### src/rtl/reg_arb_pkg.sv
// Shared types and constants for the three-port register-file arbiter.
// Holds the FSM encoding, requester port indices and the CPU write-protect map.
package reg_arb_pkg;

   typedef enum logic [1:0] {
      ST_IDLE  = 2'd0,
      ST_ISSUE = 2'd1,
      ST_WAIT  = 2'd2,
      ST_DONE  = 2'd3
   } state_t;

   localparam int NUM_PORTS = 3;
   localparam int PORT_CPU  = 0;
   localparam int PORT_CMD  = 1;
   localparam int PORT_DAT  = 2;

   // Addresses the CPU port may read but never write.
   function automatic logic is_read_only(input logic [31:0] a);
      return ((a >= 32'd4)  && (a <= 32'd7))  ||
             (a == 32'd9)                      ||
             ((a >= 32'd16) && (a <= 32'd19));
   endfunction

endpackage

### src/rtl/reg_arb_rr.sv
// Three-way round-robin picker: the search starts at the port after the
// last one granted, and the result is a one-hot grant (all zero when idle).
module reg_arb_rr
   import reg_arb_pkg::*;
(
   input  logic [2:0] i_req,
   input  logic [2:0] i_last,
   output logic [2:0] o_gnt
);

   always_comb begin
      o_gnt = 3'b000;
      case (i_last)
         3'b001: begin
            if      (i_req[PORT_CMD]) o_gnt = 3'b010;
            else if (i_req[PORT_DAT]) o_gnt = 3'b100;
            else if (i_req[PORT_CPU]) o_gnt = 3'b001;
         end
         3'b010: begin
            if      (i_req[PORT_DAT]) o_gnt = 3'b100;
            else if (i_req[PORT_CPU]) o_gnt = 3'b001;
            else if (i_req[PORT_CMD]) o_gnt = 3'b010;
         end
         default: begin
            if      (i_req[PORT_CPU]) o_gnt = 3'b001;
            else if (i_req[PORT_CMD]) o_gnt = 3'b010;
            else if (i_req[PORT_DAT]) o_gnt = 3'b100;
         end
      endcase
   end

endmodule

### src/rtl/reg_arbiter.sv
// Arbitrates CPU, command-engine and data-engine accesses onto a single
// register-file port, one transaction at a time, with a WAIT timeout.
module reg_arbiter
   import reg_arb_pkg::*;
#(
   parameter int data_width     = 32,
   parameter int addr_width     = 5,
   parameter int timeout_cycles = 15
) (
   input  logic                             clk,
   input  logic                             reset_n,
   input  logic [2:0]                       req,
   input  logic [2:0]                       rw,
   input  logic [2:0][addr_width-1:0]       addr,
   input  logic [2:0][data_width-1:0]       wdata,
   output logic [2:0]                       ack,
   output logic [2:0]                       err,
   output logic [data_width-1:0]            rdata,
   output logic                             reg_req,
   output logic                             reg_rw,
   output logic [addr_width-1:0]            reg_addr,
   output logic [data_width-1:0]            reg_wdata,
   input  logic                             reg_ack,
   input  logic [data_width-1:0]            reg_rdata
);

   localparam int CW = $clog2(timeout_cycles + 1);

   state_t          r_state;
   logic [2:0]      r_last;
   logic [CW-1:0]   r_cnt;

   logic [2:0]      w_gnt;
   logic [1:0]      w_idx;
   logic            w_ro_block;
   logic            w_timeout;

   reg_arb_rr u_rr (
      .i_req  (req),
      .i_last (r_last),
      .o_gnt  (w_gnt)
   );

   always_comb begin
      w_idx = 2'd0;
      if (w_gnt[PORT_CMD]) w_idx = 2'd1;
      if (w_gnt[PORT_DAT]) w_idx = 2'd2;
   end

   assign w_ro_block = w_gnt[PORT_CPU] && !rw[PORT_CPU] &&
                       is_read_only(32'(addr[PORT_CPU]));
   assign w_timeout  = (r_cnt >= CW'(timeout_cycles - 1));

   // r_last doubles as the winner's one-hot ack mask; resetting it to port 2
   // makes the first search after reset begin at port 0.
   always_ff @(posedge clk or negedge reset_n) begin
      if (!reset_n) begin
         r_state   <= ST_IDLE;
         r_last    <= 3'b100;
         r_cnt     <= '0;
         ack       <= '0;
         err       <= '0;
         rdata     <= '0;
         reg_req   <= 1'b0;
         reg_rw    <= 1'b0;
         reg_addr  <= '0;
         reg_wdata <= '0;
      end else begin
         case (r_state)
            ST_IDLE: begin
               if (|req) begin
                  r_last    <= w_gnt;
                  reg_rw    <= rw[w_idx];
                  reg_addr  <= addr[w_idx];
                  reg_wdata <= wdata[w_idx];
                  if (w_ro_block) begin
                     ack     <= w_gnt;
                     err     <= w_gnt;
                     rdata   <= '0;
                     r_state <= ST_DONE;
                  end else begin
                     reg_req <= 1'b1;
                     r_state <= ST_ISSUE;
                  end
               end
            end
            ST_ISSUE: begin
               reg_req <= 1'b0;
               r_cnt   <= '0;
               r_state <= ST_WAIT;
            end
            ST_WAIT: begin
               if (reg_ack) begin
                  ack     <= r_last;
                  err     <= '0;
                  rdata   <= reg_rw ? reg_rdata : '0;
                  r_state <= ST_DONE;
               end else if (w_timeout) begin
                  ack     <= r_last;
                  err     <= r_last;
                  rdata   <= '0;
                  r_state <= ST_DONE;
               end else if (r_cnt != CW'(timeout_cycles)) begin
                  r_cnt <= r_cnt + 1'b1;
               end
            end
            default: begin
               ack     <= '0;
               err     <= '0;
               rdata   <= '0;
               r_state <= ST_IDLE;
            end
         endcase
      end
   end

endmodule

### config.mk
export PLATFORM = sky130hd
export DESIGN_NAME = reg_arbiter
export DESIGN_NICKNAME = d
export VERILOG_FILES = /design/src/rtl/reg_arb_pkg.sv /design/src/rtl/reg_arb_rr.sv /design/src/rtl/reg_arbiter.sv
export SDC_FILE = /design/constraint.sdc
export NUM_CORES = 1
export LEC_CHECK = 0
export CELL_PAD_IN_SITES_DETAIL_PLACEMENT = 1
export CELL_PAD_IN_SITES_GLOBAL_PLACEMENT = 1
export CORE_AREA = 5 5 109 162
export CTS_CLUSTER_DIAMETER = 200
export DETAILED_ROUTE_END_ITERATION = 7
export DIE_AREA = 0 0 114 167
export PLACE_DENSITY_LB_ADDON = 0.05
export SYNTH_ARGS = -nofsm -noshare
export SYNTH_HDL_FRONTEND = slang
export SYNTH_HIERARCHICAL = 1
export SYNTH_SLANG_ARGS = --single-unit
### constraint.sdc
create_clock -name clk -period 2.79 [get_ports clk]
set_input_delay 0.4185 -clock clk [delete_from_list [all_inputs] [get_ports clk]]
set_output_delay 0.4185 -clock clk [all_outputs]
set_load 0.01 [all_outputs]
==> run summary <==
DP Area - 7080 sq um
Slew @ Worst Pin - 714 ps
Worst slew margin - 52.4%
CP cell instances - clkdlybuf4s50_1 > inv_1 > a311oi_1 > nand2b_1 > o31ai_1 > o211ai_1 > buf_4 > mux2_1
Die Wd - 114 um
Most frequent cell after synthesis - dfrtp_1
Post-Syn Area - 4570 sq um
P&R area growth vs syn - 62.0%
Detail Route Antenna Nets - 0
YS warnings - 6
# resized after CTS - 0
# port buffers - 228
Top cell type's share of synthesized area - 46.5%
Total track usage - 16.2%
Final instance area - 7400 sq um
Asr flop ratio synth - 100%
Hold Crit Class - in2async
Pwr dens - 890 nW/um^2
Clock Root Buffer - clkbuf_16
Switching share of power - 37.8%
Top post-synthesis cells by area - dfrtp_1 47%, mux2i_1 8.8%, a22o_1 6.9%
Fin crit share - 86.8%
Critical Path RT - 3010 ps
Seq pwr share - 30.6%
Via count - 4339
DRC Markers - 0
Startpoint types - primary input
Top Usage Layer GRT - met2
Combinational power share - 49.5%
Layout Utilization - 46.1%
Kind of critical path - in2reg
Final setup vio count - 0
Final GP Congestion - 0.782
GR Util met3 - 5.23%
Max incr delay on CP - 580 ps
Reg2reg path depth - 7
H-tree Lvls - 3
Lkg Pwr - 0.00307 uW
Crit Path Max Fanout - 38
Synth cell types - 44
Total I/O pin count - 229
Number of global-route vias before repair - 4735
Met1 usage - 17.7%
Initial antenna violation count - 0
Status - completed
Final Hold Fails - 0
N_diodes - 0
Worst reg2reg path startpoint - r_last[2]$_DFFE_PN1P_
Latest clock arrival within the worst-skew pair - 340 ps
Global-route wire length before repair - 24700 um
Clock slew at reported path FFs - 70 ps
Max Freq - 413 MHz
Worst-case clock buffer depth - 2
Tmin final - 2420 ps
Worst path slowest cell - clkdlybuf4s50_1
Post-DP HPWL - 12200 um
Synthesized net count - 623
Top FF cell, synth - dfrtp_1
Hold-fix buffers, CTS - 0
Routed wire per std cell - 17.6 um
Clk sinks - 86
Vias/cell - 4.86
GR Util met2 - 29.7%
Site row count - 57
First-pass detailed-route iteration total - 4
Post-synthesis sequential area ratio - 47.1%
Layout fillers - 1848
Synth area leader - dfrtp_1
Clock share of power - 19.9%
P_int - 4100 uW
Share of layout cells above drive strength 1 - 6.11%
Post-Syn Area per Cell - 9.83 sq um
EDFF count, synth - 0
Fin nets - 840
Overall routed net length - 15700 um
Setup Skew - 11.5 ps
Synthesized flop and latch total - 86
Pins Over Slew Limit - 0
CTS tree - yes
CP Capture Type - flip-flop
Peak supply drop - 417 uV
Worst R2R End - err[2]$_DFFE_PN0P_
Largest net degree at the start of global routing - 53
Postcts setup bufs - 0
Psw - 2490 uW
Core footprint - 16000 sq um
Most instantiated cells after synthesis - 85 x dfrtp_1, 44 x nand2_1, 42 x a21oi_1
TritonCTS Buffers - 9
Post-Synthesis Cells - 465
Critical path arrival - 2640 ps
RSZ-0062 raised after global routing - false
Die area - 19000 sq um
Die Y - 167 um
Grt total ovfl - 0
Starting Density - 28.5%
Hold Slack - 129 ps
Max Cap Violations - 0
Initial drt markers - 164
R2r setup slk - 390 ps
[area by class of cell]
cell class | count | area (sq um) | share of cell area, %
tap | 206 | 258 | 3.48
inverter | 11 | 41.3 | 0.558
clock buffer | 10 | 229 | 3.09
sequential | 86 | 2150 | 29.1
timing repair buffer | 245 | 2460 | 33.2
multi-input combinational | 329 | 2170 | 29.3
clock inverter | 6 | 93.8 | 1.27
[worst max path at each step]
| stage | start | endpoint | slack, ps | depth (start not counted) |
|---|---|---|---|---|
| 2_1_floorplan | r_last[2]$_DFFE_PN1P_ | rdata[11]$_DFFE_PN0P_ | 810 | 8 |
| 5_1_grt | r_last[0]$_DFFE_PN0P_ | err[1]$_DFFE_PN0P_ | 210 | 7 |
| 3_5_place_dp | req[0] | err[2]$_DFFE_PN0P_ | -30 | 8 |
| 6_report | req[0] | err[2]$_DFFE_PN0P_ | 370 | 8 |
| 3_3_place_gp | req[0] | ack[1]$_DFFE_PN0P_ | 10 | 8 |
| 4_1_cts | r_last[2]$_DFFE_PN1P_ | err[2]$_DFFE_PN0P_ | 330 | 7 |
[per-layer routing]
layer | wire, um | vias up
li1 | - | 2099
met1 | 5870 | 2090
met2 | 8490 | 141
met3 | 1180 | 9
met4 | 147 | 0
met5 | 0 | -
[worst max-delay path: cells and delay by family]
kind                   cells  cell delay (ps)
AOI/OAI and AO/OA          3              770
buffers and inverters      3              940
muxes                      1              360
and+or+nand+nor            1              140
[state kept, by name, indices dropped and copies added (netlist names)]
| register | flops |
|---|---|
| reg_wdata | 32 |
| r_state | 2 |
| reg_req | 1 |
| reg_addr | 5 |
| reg_rw | 1 |
| ack | 3 |
| r_cnt | 4 |
| r_last | 3 |
| rdata | 32 |
| err | 3 |
[cell families (layout without fill, tap and decap cells)]
logic type               Yosys count  count (layout)  share of synthesized area, %
AO/OA/AOI/OAI                    138             138                          19.6
AND/OR/NAND/NOR                  137             137                          15.5
flip-flops                        86              86                          47.1
buffers and inverters             50             272                          5.45
multiplexers                      47              47                          10.5
adder cells (fa/ha/maj)            6               6                          1.64
XOR/XNOR                           1               1                         0.192
[layout by cell type, fill, tap and decap left out, types with 2 or more instances in the layout]
master and instances:
nand2b_1 3, a21oi_1 42, nor3b_1 33, clkdlybuf4s50_1 227
mux2i_1 40, bufinv_16 2, a22o_1 36, o21ai_1 5
buf_12 4, o21ai_0 38, nor2_1 40, nand2_1 44
dfrtp_1 85, nand4bb_1 2, nand3_1 7, mux2_1 7
ha_1 6, inv_1 11, nor4b_1 2, clkbuf_16 9
buf_4 14, a211o_1 2, inv_6 2
[power by group through the flow]
stage / registers (uW) / logic (uW) / clock network (uW)
2_1_floorplan: 2170 / 1650 / 0
3_3_place_gp: 2010 / 3260 / 0
3_5_place_dp: 2040 / 3330 / 0
4_1_cts: 2030 / 3340 / 1360
5_1_grt: 2080 / 3600 / 1410
6_report: 2020 / 3260 / 1310
[per-stage QoR]
stage	setup WS [ps]	total power, uW	setup TNS, ps	cells
after floorplan	808	3820	0	465
after global placement	10.4	5270	0	877
after detailed placement	-28.4	5380	-71.4	877
after CTS	329	6730	0	893
after global routing	206	7100	0	893
final	369	6590	0	893
No activity file was read; power rests on OpenSTA's default activity.
